## src/rtl/ifetch_buffer.sv

```systemverilog
// Instruction fetch stage: owns the fetch PC, reads instruction memory over req/ack,
// buffers {inst, pc} pairs in a small FIFO and presents the head to the decoder.
module ifetch_buffer #(
  parameter logic [31:0] RESET_PC = 32'h0000_0000,
  parameter int          DEPTH    = 2
) (
  input  logic        clk,
  input  logic        rst,
  output logic        imem_req,
  output logic [31:0] imem_addr,
  input  logic        imem_ack,
  input  logic [31:0] imem_rdata,
  input  logic        redirect,
  input  logic [31:0] redirect_pc,
  input  logic        inst_ready,
  output logic        inst_valid,
  output logic [31:0] inst,
  output logic [31:0] inst_pc,
  output logic [4:0]  opcode,
  output logic [2:0]  funct3,
  output logic [6:0]  funct7,
  output logic        illegal,
  output logic        dbg_state
);

  // Handshake: a transfer completes in any cycle with imem_req && imem_ack; once
  // raised, imem_req and imem_addr stay put until that ack (reset excepted).
  // Decoder side: an entry is consumed in any cycle with inst_valid && inst_ready.

  localparam int PW = (DEPTH > 1) ? $clog2(DEPTH) : 1;
  localparam int CW = $clog2(DEPTH + 1);
  localparam logic [CW-1:0] DEPTH_C = CW'(DEPTH);

  typedef enum logic {RUN = 1'b0, DISCARD = 1'b1} state_t;

  state_t        state_q, state_d;
  logic [31:0]   fetch_pc;
  logic [31:0]   stale_addr;
  logic [PW-1:0] rd_ptr, wr_ptr;
  logic [CW-1:0] count;
  logic [31:0]   inst_mem [DEPTH];
  logic [31:0]   pc_mem   [DEPTH];
  logic          not_full, push, pop, enter_discard;

  assign not_full = count < DEPTH_C;

  always_comb begin
    state_d       = state_q;
    imem_req      = 1'b0;
    imem_addr     = fetch_pc;
    enter_discard = 1'b0;
    case (state_q)
      RUN: begin
        imem_req = not_full;
        // A redirect cannot cancel an unacked request; finish it on the old address.
        if (redirect && not_full && !imem_ack) begin
          state_d       = DISCARD;
          enter_discard = 1'b1;
        end
      end
      DISCARD: begin
        imem_req  = 1'b1;
        imem_addr = stale_addr;
        if (imem_ack) state_d = RUN;
      end
      default: state_d = RUN;
    endcase
    if (rst) imem_req = 1'b0;
  end

  assign push       = (state_q == RUN) && imem_req && imem_ack && !redirect;
  assign inst_valid = (count != '0);
  assign pop        = inst_valid && inst_ready && !redirect;

  always_ff @(posedge clk or posedge rst) begin
    if (rst) begin
      state_q    <= RUN;
      fetch_pc   <= RESET_PC;
      stale_addr <= RESET_PC;
      rd_ptr     <= '0;
      wr_ptr     <= '0;
      count      <= '0;
    end else begin
      state_q <= state_d;
      if (enter_discard) stale_addr <= fetch_pc;
      if (redirect) begin
        fetch_pc <= {redirect_pc[31:2], 2'b00};
        rd_ptr   <= '0;
        wr_ptr   <= '0;
        count    <= '0;
      end else begin
        if (push) begin
          fetch_pc <= fetch_pc + 32'd4;
          wr_ptr   <= wr_ptr + PW'(1);
        end
        if (pop) rd_ptr <= rd_ptr + PW'(1);
        case ({push, pop})
          2'b10:   count <= count + CW'(1);
          2'b01:   count <= count - CW'(1);
          default: count <= count;
        endcase
      end
    end
  end

  // Payload storage needs no reset; count gates every read.
  always_ff @(posedge clk) begin
    if (push) begin
      inst_mem[wr_ptr] <= imem_rdata;
      pc_mem[wr_ptr]   <= fetch_pc;
    end
  end

  assign inst      = inst_valid ? inst_mem[rd_ptr] : 32'h0000_0013;
  assign inst_pc   = inst_valid ? pc_mem[rd_ptr] : 32'h0000_0000;
  assign opcode    = inst[6:2];
  assign funct3    = inst[14:12];
  assign funct7    = inst[31:25];
  assign illegal   = inst_valid && (inst[1:0] != 2'b11);
  assign dbg_state = state_q;

endmodule

```

## config.mk

```make
export PLATFORM = sky130hd
export DESIGN_NAME = ifetch_buffer
export DESIGN_NICKNAME = d
export VERILOG_FILES = /design/src/rtl/ifetch_buffer.sv
export SDC_FILE = /design/constraint.sdc
export NUM_CORES = 1
export LEC_CHECK = 0
export BUFFER_PORTS_ARGS = -buffer_cell sky130_fd_sc_hd__buf_4
export CAP_MARGIN = 5
export CORE_MARGIN = 1
export CORE_UTILIZATION = 40
export CTS_BUF_LIST = sky130_fd_sc_hd__clkbuf_8
export DETAILED_ROUTE_END_ITERATION = 10
export GPL_TIMING_DRIVEN = 0
export HOLD_SLACK_MARGIN = 0.03
export PLACE_DENSITY = 0.63
export RECOVER_POWER = 50
export SYNTH_ARGS = -nofsm -noshare
export SYNTH_HDL_FRONTEND = slang
export SYNTH_SLANG_ARGS = --single-unit
```

## constraint.sdc

```tcl
create_clock -name clk -period 9.5 [get_ports clk]
set_input_delay 1.425 -clock clk [delete_from_list [all_inputs] [get_ports clk]]
set_output_delay 1.425 -clock clk [all_outputs]
set_load 0.1 [all_outputs]
```

==> out/qor.csv, run 1 <==
metric,value,unit
status,"finished, violations left",
violations,"max-capacitance violations, max-slew violations",
pwr-share-seq,46.0,%
drt-total-wl,19400,um
numCtsBuffers,17,
cts_tree,yes,
end_kind,output port,
root_buffer,clkbuf_8,
max_freq,238,MHz
dp_hpwl,13700,um
worstSetupPathType,reg2out,
dp.cells,1082,
synth_enable_flop_cells,124,
num_vias,5776,
grt_overflow,0,
ys_top_cells_by_area,"edfxtp_1, dfrtp_1, mux2i_1, mux2_2, nor2_1",
finClkSkew,12.2,ps
area_growth,25.9,%
relSlewSlack,-104,%
power.leakage,3.96,nW
cp_data_arrival_time,2780,ps
grt_max_degree,66,
die_x,146,um
max_stage_delay,620,ps
clkPwrFrac,27.3,%
syn_inst,625,
internal-power,0.00140,W
n_antenna_cell,0,
max_cap_viol_count,1,
critPathMaxFanout,10,
ys_seq_area_share,64.6,%
die_area,21300,um^2
vdd_drop_max,129,uV
synth.avg_cell_area,13.3,um^2
rows,52,
holdCritStartpoint,fetch_pc[14],
hold_ws,471,ps
fin_nets,901,
first_iter_violations,382,
cts_hold_buf,0,
post-route-min-period,4200,ps
drcViolationCount,0,
slowest_stage,buf_1,
cp-startpoint,dbg_state,
start_util,40.8,%
ios,184,
drv_slew,66,
gp_congestion,0.849,
final_cells,1114,
layout-drive-gt1-share,33.2,%
p_sw,0.000735,W
grt_pass1_wl,30900,um
cts_sinks,189,
crit_path_cell_trace,buf_1 -> buf_1 -> inv_1 -> a21oi_1 -> buf_4,
ant_nets,0,
cts.clk_slew.worst_paths,90,ps
power_density,205,nW/um^2
grt_pass1_vias,5708,
fin_util,51.4,%
clock_latency,450,ps
rsz0062_at_grt,no,
synth_top_area_share,44.9,%
finalCritPeriodShare,44.2,%
worstSetupStartpointType,flop,
critPathMostFrequentCell,buf_1,
clockBufferDepth,2,
routed_via_density,5.18,
synthFlopType,edfxtp_1,
portBuffers,177,
yosysTopAreaCell,edfxtp_1,
wire_per_inst,17.5,um
first_pass_iters,5,
yosysWarnings,0,
die_y,146,um
htree_levels,4,
postCtsSetupRepairBufs,0,
finalHoldViolCount,0,
hold_path_class,reg2reg,
antenna_found_initial,0,
swShare,34.4,%
grtUsageTotal,18.8,%
setup-violations-final,0,
combPwrFrac,26.7,%
ys_seq_elements,189,
critical_path_required,8080,ps
core-area,20300,um^2
synth_cell_types,42,
tightest_slew,3040,ps
post_cts_resized,0,
async_flop_share,34.4,%
r2r_start,count[1],
syn_area,8290,um^2
==> per-stage QoR <==
step	setup WS, ps	setup TNS [ps]	cell area [um^2]	power [W]
2_1_floorplan	2790	0	8300	0.00144
3_3_place_gp	-17.5	-957	9970	0.00157
3_5_place_dp	5710	0	10100	0.00158
4_1_cts	5170	0	10500	0.00216
5_1_grt	5120	0	10400	0.00222
6_report	5300	0	10400	0.00214
==> sequential cells by signal, indices dropped and copies added, names as in the netlist <==
| register | count |
|---|---|
| count | 2 |
| wr_ptr | 1 |
| stale_addr | 30 |
| inst_mem | 64 |
| fetch_pc | 30 |
| dbg_state | 1 |
| pc_mem | 60 |
| rd_ptr | 1 |
==> cell usage in the layout (no fill, tap or decap), drive strengths merged, types with 2 or more instances in the layout <==
cell type / count
a21oi: 2
a31o: 3
a31oi: 19
and2: 3
and3: 5
and4: 5
buf: 173
bufinv: 4
clkbuf: 88
clkinv: 3
conb: 4
dfrtp: 65
edfxtp: 124
inv: 14
mux2: 54
mux2i: 63
nand2: 28
nand3: 11
nand4: 14
nor2: 85
nor4: 3
o21ai: 18
o31ai: 14
or3: 2
or4: 17
xnor2: 4
xor2: 6
==> cell usage after synthesis (all sizes together), types with 6 or more instances <==
cell type  number
mux2i          63
xor2            6
nand3          11
o21ai          18
edfxtp        124
mux2           54
nand2          28
dfrtp          65
nand4          14
or4            17
nor2           85
o31ai          14
buf            28
clkbuf         28
a31oi          19
inv            10
==> final timing paths <==
path                       slack [ps]  cells past startpoint              to
setup reg to reg                 6120                      5  inst_mem[0][8]
hold reg to reg                   470                      0   pc_mem[1][14]
hold / removal                    470                      0   pc_mem[1][14]
min in group asynchronous        1930                      2  stale_addr[19]
setup / recovery                 5300                      5        imem_req
max in group asynchronous        6230                      2   stale_addr[5]
==> cells by family after synthesis <==
kind of cell    after synthesis  share of synthesized area (%)
xor+xnor                     10                           1.06
mux                         117                           14.9
compound gates               61                           4.76
other cells                   1                         0.0452
simple gates                179                           10.5
buf+inv                      67                           4.03
fa+ha+maj                     1                          0.151
flops                       189                           64.6
==> critical path: cells and delay by family, from the launching register on <==
family / cells / cell delay [ps]
buffers and inverters: 4 / 1620
AO/OA/AOI/OAI: 1 / 300
flip-flops: 1 / 420
==> metal layers <==
layer  vias up  GRT usage (%)  wire length (um)
met3        22           4.08              1500
met1      2786           25.9              8420
met5         -              0                 0
li1       2698              -                 -
met4         0           6.11               246
met2       270           29.7              9280
==> power by group through the flow <==
stage / Sequential, W / Clock [W] / Combinational, W
after CTS: 0.000984 / 0.000600 / 0.000578
after floorplan: 0.000991 / 0 / 0.000452
after detailed placement: 0.00100 / 0 / 0.000577
after global placement: 0.000999 / 0 / 0.000568
after global routing: 0.000994 / 0.000634 / 0.000595
final: 0.000984 / 0.000584 / 0.000570
==> final cells by class <==
class | instances | area (um^2)
Buffer | 56 | 292
Clock buffer | 21 | 289
Timing Repair Buffer | 184 | 1340
Fill cell | 1820 | 9870
Clock inverter | 11 | 161
Sequential cell | 189 | 5350
Tap cell | 270 | 338
Multi-Input combinational cell | 372 | 2620
Inverter | 11 | 42.5
Power figures use the tool's default switching activity.
==> run 2, diff against run 1 <==
Clock period 9.5 ns to 4.34 ns, I/O delays scaled along.
==> run 2 against run 1 <==
Effect of this change:
- the run still ends with max-capacitance violations, max-slew violations left
- clock skew about the same
- design area increased by 0.36%
- sequential power is 120% higher
- total power up 120%
- flip-flop and latch count unchanged
- sequential share of layout area shrank 0.18 points
- core utilization up 0.18 points
==> out/qor.csv, run 2 (same netlist as run 1, synthesis figures left out) <==
metric,value,unit
status,"finished, violations left",
violations,"max-capacitance violations, max-slew violations",
r2r_start,count[1],
setup-violations-final,0,
area_growth,26.3,%
r2r_slack,720,ps
final_common_cell,buf_4,
finalCritPeriodShare,83.4,%
whs_path_depth,1,
power_density,450,nW/um^2
dp_hpwl,13500,um
end_kind,flop,
cts_tree,yes,
first_iter_violations,293,
slowest_stage,nor3_1,
gr-usage-met1,25.0,%
pwr-share-seq,45.7,%
htree_levels,4,
routed_via_density,5.16,
worstSetupPathType,reg2reg,
hold_path_class,in2reg,
dp_slack,1340,ps
clkPwrFrac,27.7,%
start_util,40.8,%
setup_slack,722,ps
cts_sinks,189,
grt_pass1_wl,30600,um
antenna_found_initial,0,
tightest_slew,3000,ps
cp_data_arrival_time,3780,ps
most-common-layout-cells,"buf_4, edfxtp_1, nor2_1",
hold_ws,405,ps
layout-drive-gt1-share,34.0,%
num_vias,5731,
cts.clk_slew.worst_paths,90,ps
worstSetupStartpointType,flop,
ant_nets,0,
core-area,20300,um^2
rsz0062_at_grt,no,
grt_pass1_vias,5622,
cts_hold_buf,0,
portBuffers,177,
finClkSkew,12.3,ps
die_x,146,um
holdCritStartpoint,imem_rdata[13],
clockBufferDepth,2,
first_pass_iters,4,
critPathMaxFanout,18,
ios,184,
critical_path_required,4500,ps
r2r_cells,5,
r2r-end,inst_mem[0][30],
rows,52,
globalRouteMet3Util,4.55,%
max_cap_viol_count,2,
post_cts_resized,0,
largest-register,inst_mem,
root_buffer,clkbuf_8,
internal-power,0.00306,W
die_area,21300,um^2
relSlewSlack,-101,%
max_stage_delay,1670,ps
grt_use_met2,30.7,%
grt_max_degree,66,
reg_top3,"inst_mem (64), pc_mem (60)",
swShare,35.1,%
n_antenna_cell,0,
busiest_layer,met2,
grtUsageTotal,18.8,%
clock_latency,450,ps
p_total,0.00471,W
die_y,146,um
wire_per_inst,17.4,um
largest_register_ffs,64,
hold_end,inst_mem[1][13],
p_sw,0.00165,W
gp_congestion,0.846,
finalHoldViolCount,0,
combPwrFrac,26.6,%
max_freq,276,MHz
critPathMostFrequentCell,buf_16,
power.leakage,3.97,nW
post-route-min-period,3620,ps
numCtsBuffers,17,
vdd_drop_max,289,uV
drt-total-wl,19300,um
drcViolationCount,0,
crit_path_cell_trace,clkbuf_1 -> or4b_1 -> nor3_1 -> buf_16 -> buf_16,
postCtsSetupRepairBufs,0,
drv_slew,76,
fin_nets,898,
grt_overflow,0,
==> run 2: cell types whose count changed in the layout (fill, tap and decap cells not counted), sizes merged <==
cell | before | now
clkinvlp | 1 | 2
clkbuf | 88 | 82
buf | 173 | 174
clkinv | 3 | 4
==> run 2: worst max-delay path by stage <==
stage                     depth (start not counted)  slack (ps)              end      start
after floorplan                                   2          30   inst_mem[0][0]  dbg_state
after global placement                            4       -1420  inst_mem[0][31]   redirect
after detailed placement                          4        1340  inst_mem[1][18]        rst
after CTS                                         6         860      inst_pc[21]   count[1]
after global routing                              5         560    pc_mem[0][12]   count[1]
final                                             5         720  inst_mem[0][30]   count[1]
==> run 2: power groups by stage <==
stage | sequential (W) | combinational (W) | clock [W]
floorplan | 0.00217 | 0.000990 | 0
global placement | 0.00219 | 0.00124 | 0
detailed placement | 0.00219 | 0.00126 | 0
CTS | 0.00216 | 0.00127 | 0.00134
global route | 0.00218 | 0.00131 | 0.00141
finish | 0.00216 | 0.00125 | 0.00131
==> run 2: through the flow <==
stage / cell area [um^2] / util (%) / TNS, ps / instances
after floorplan: 8300 / - / 0 / 628
after global placement: 9970 / 49.1 / -100470 / 1075
after detailed placement: 10100 / 49.6 / 0 / 1079
after CTS: 10500 / 51.8 / 0 / 1111
after global routing: 10500 / 51.6 / 0 / 1111
final: 10500 / 51.6 / 0 / 1111
==> run 2: area by class of cell <==
class,count,area [um^2]
Multi-Input combinational cell,372,2620
Tap cell,270,338
Buffer,56,285
Clock buffer,19,262
Inverter,11,42.5
Fill cell,1833,9830
Sequential cell,189,5350
Timing Repair Buffer,181,1370
Clock inverter,13,203
==> run 2: worst max-delay path, delay by kind of cell, from the launching register on <==
family                 cells  cell delay, ps
and+or+nand+nor            2            2330
buffers and inverters      3             610
DFF                        1             370
==> run 2: metal layers <==
| layer | part of all wire, % | wire length (um) |
|---|---|---|
| met4 | 1.0 | 199 |
| met1 | 43 | 8340 |
| met5 | 0 | 0 |
| met3 | 7.5 | 1450 |
| met2 | 48 | 9300 |
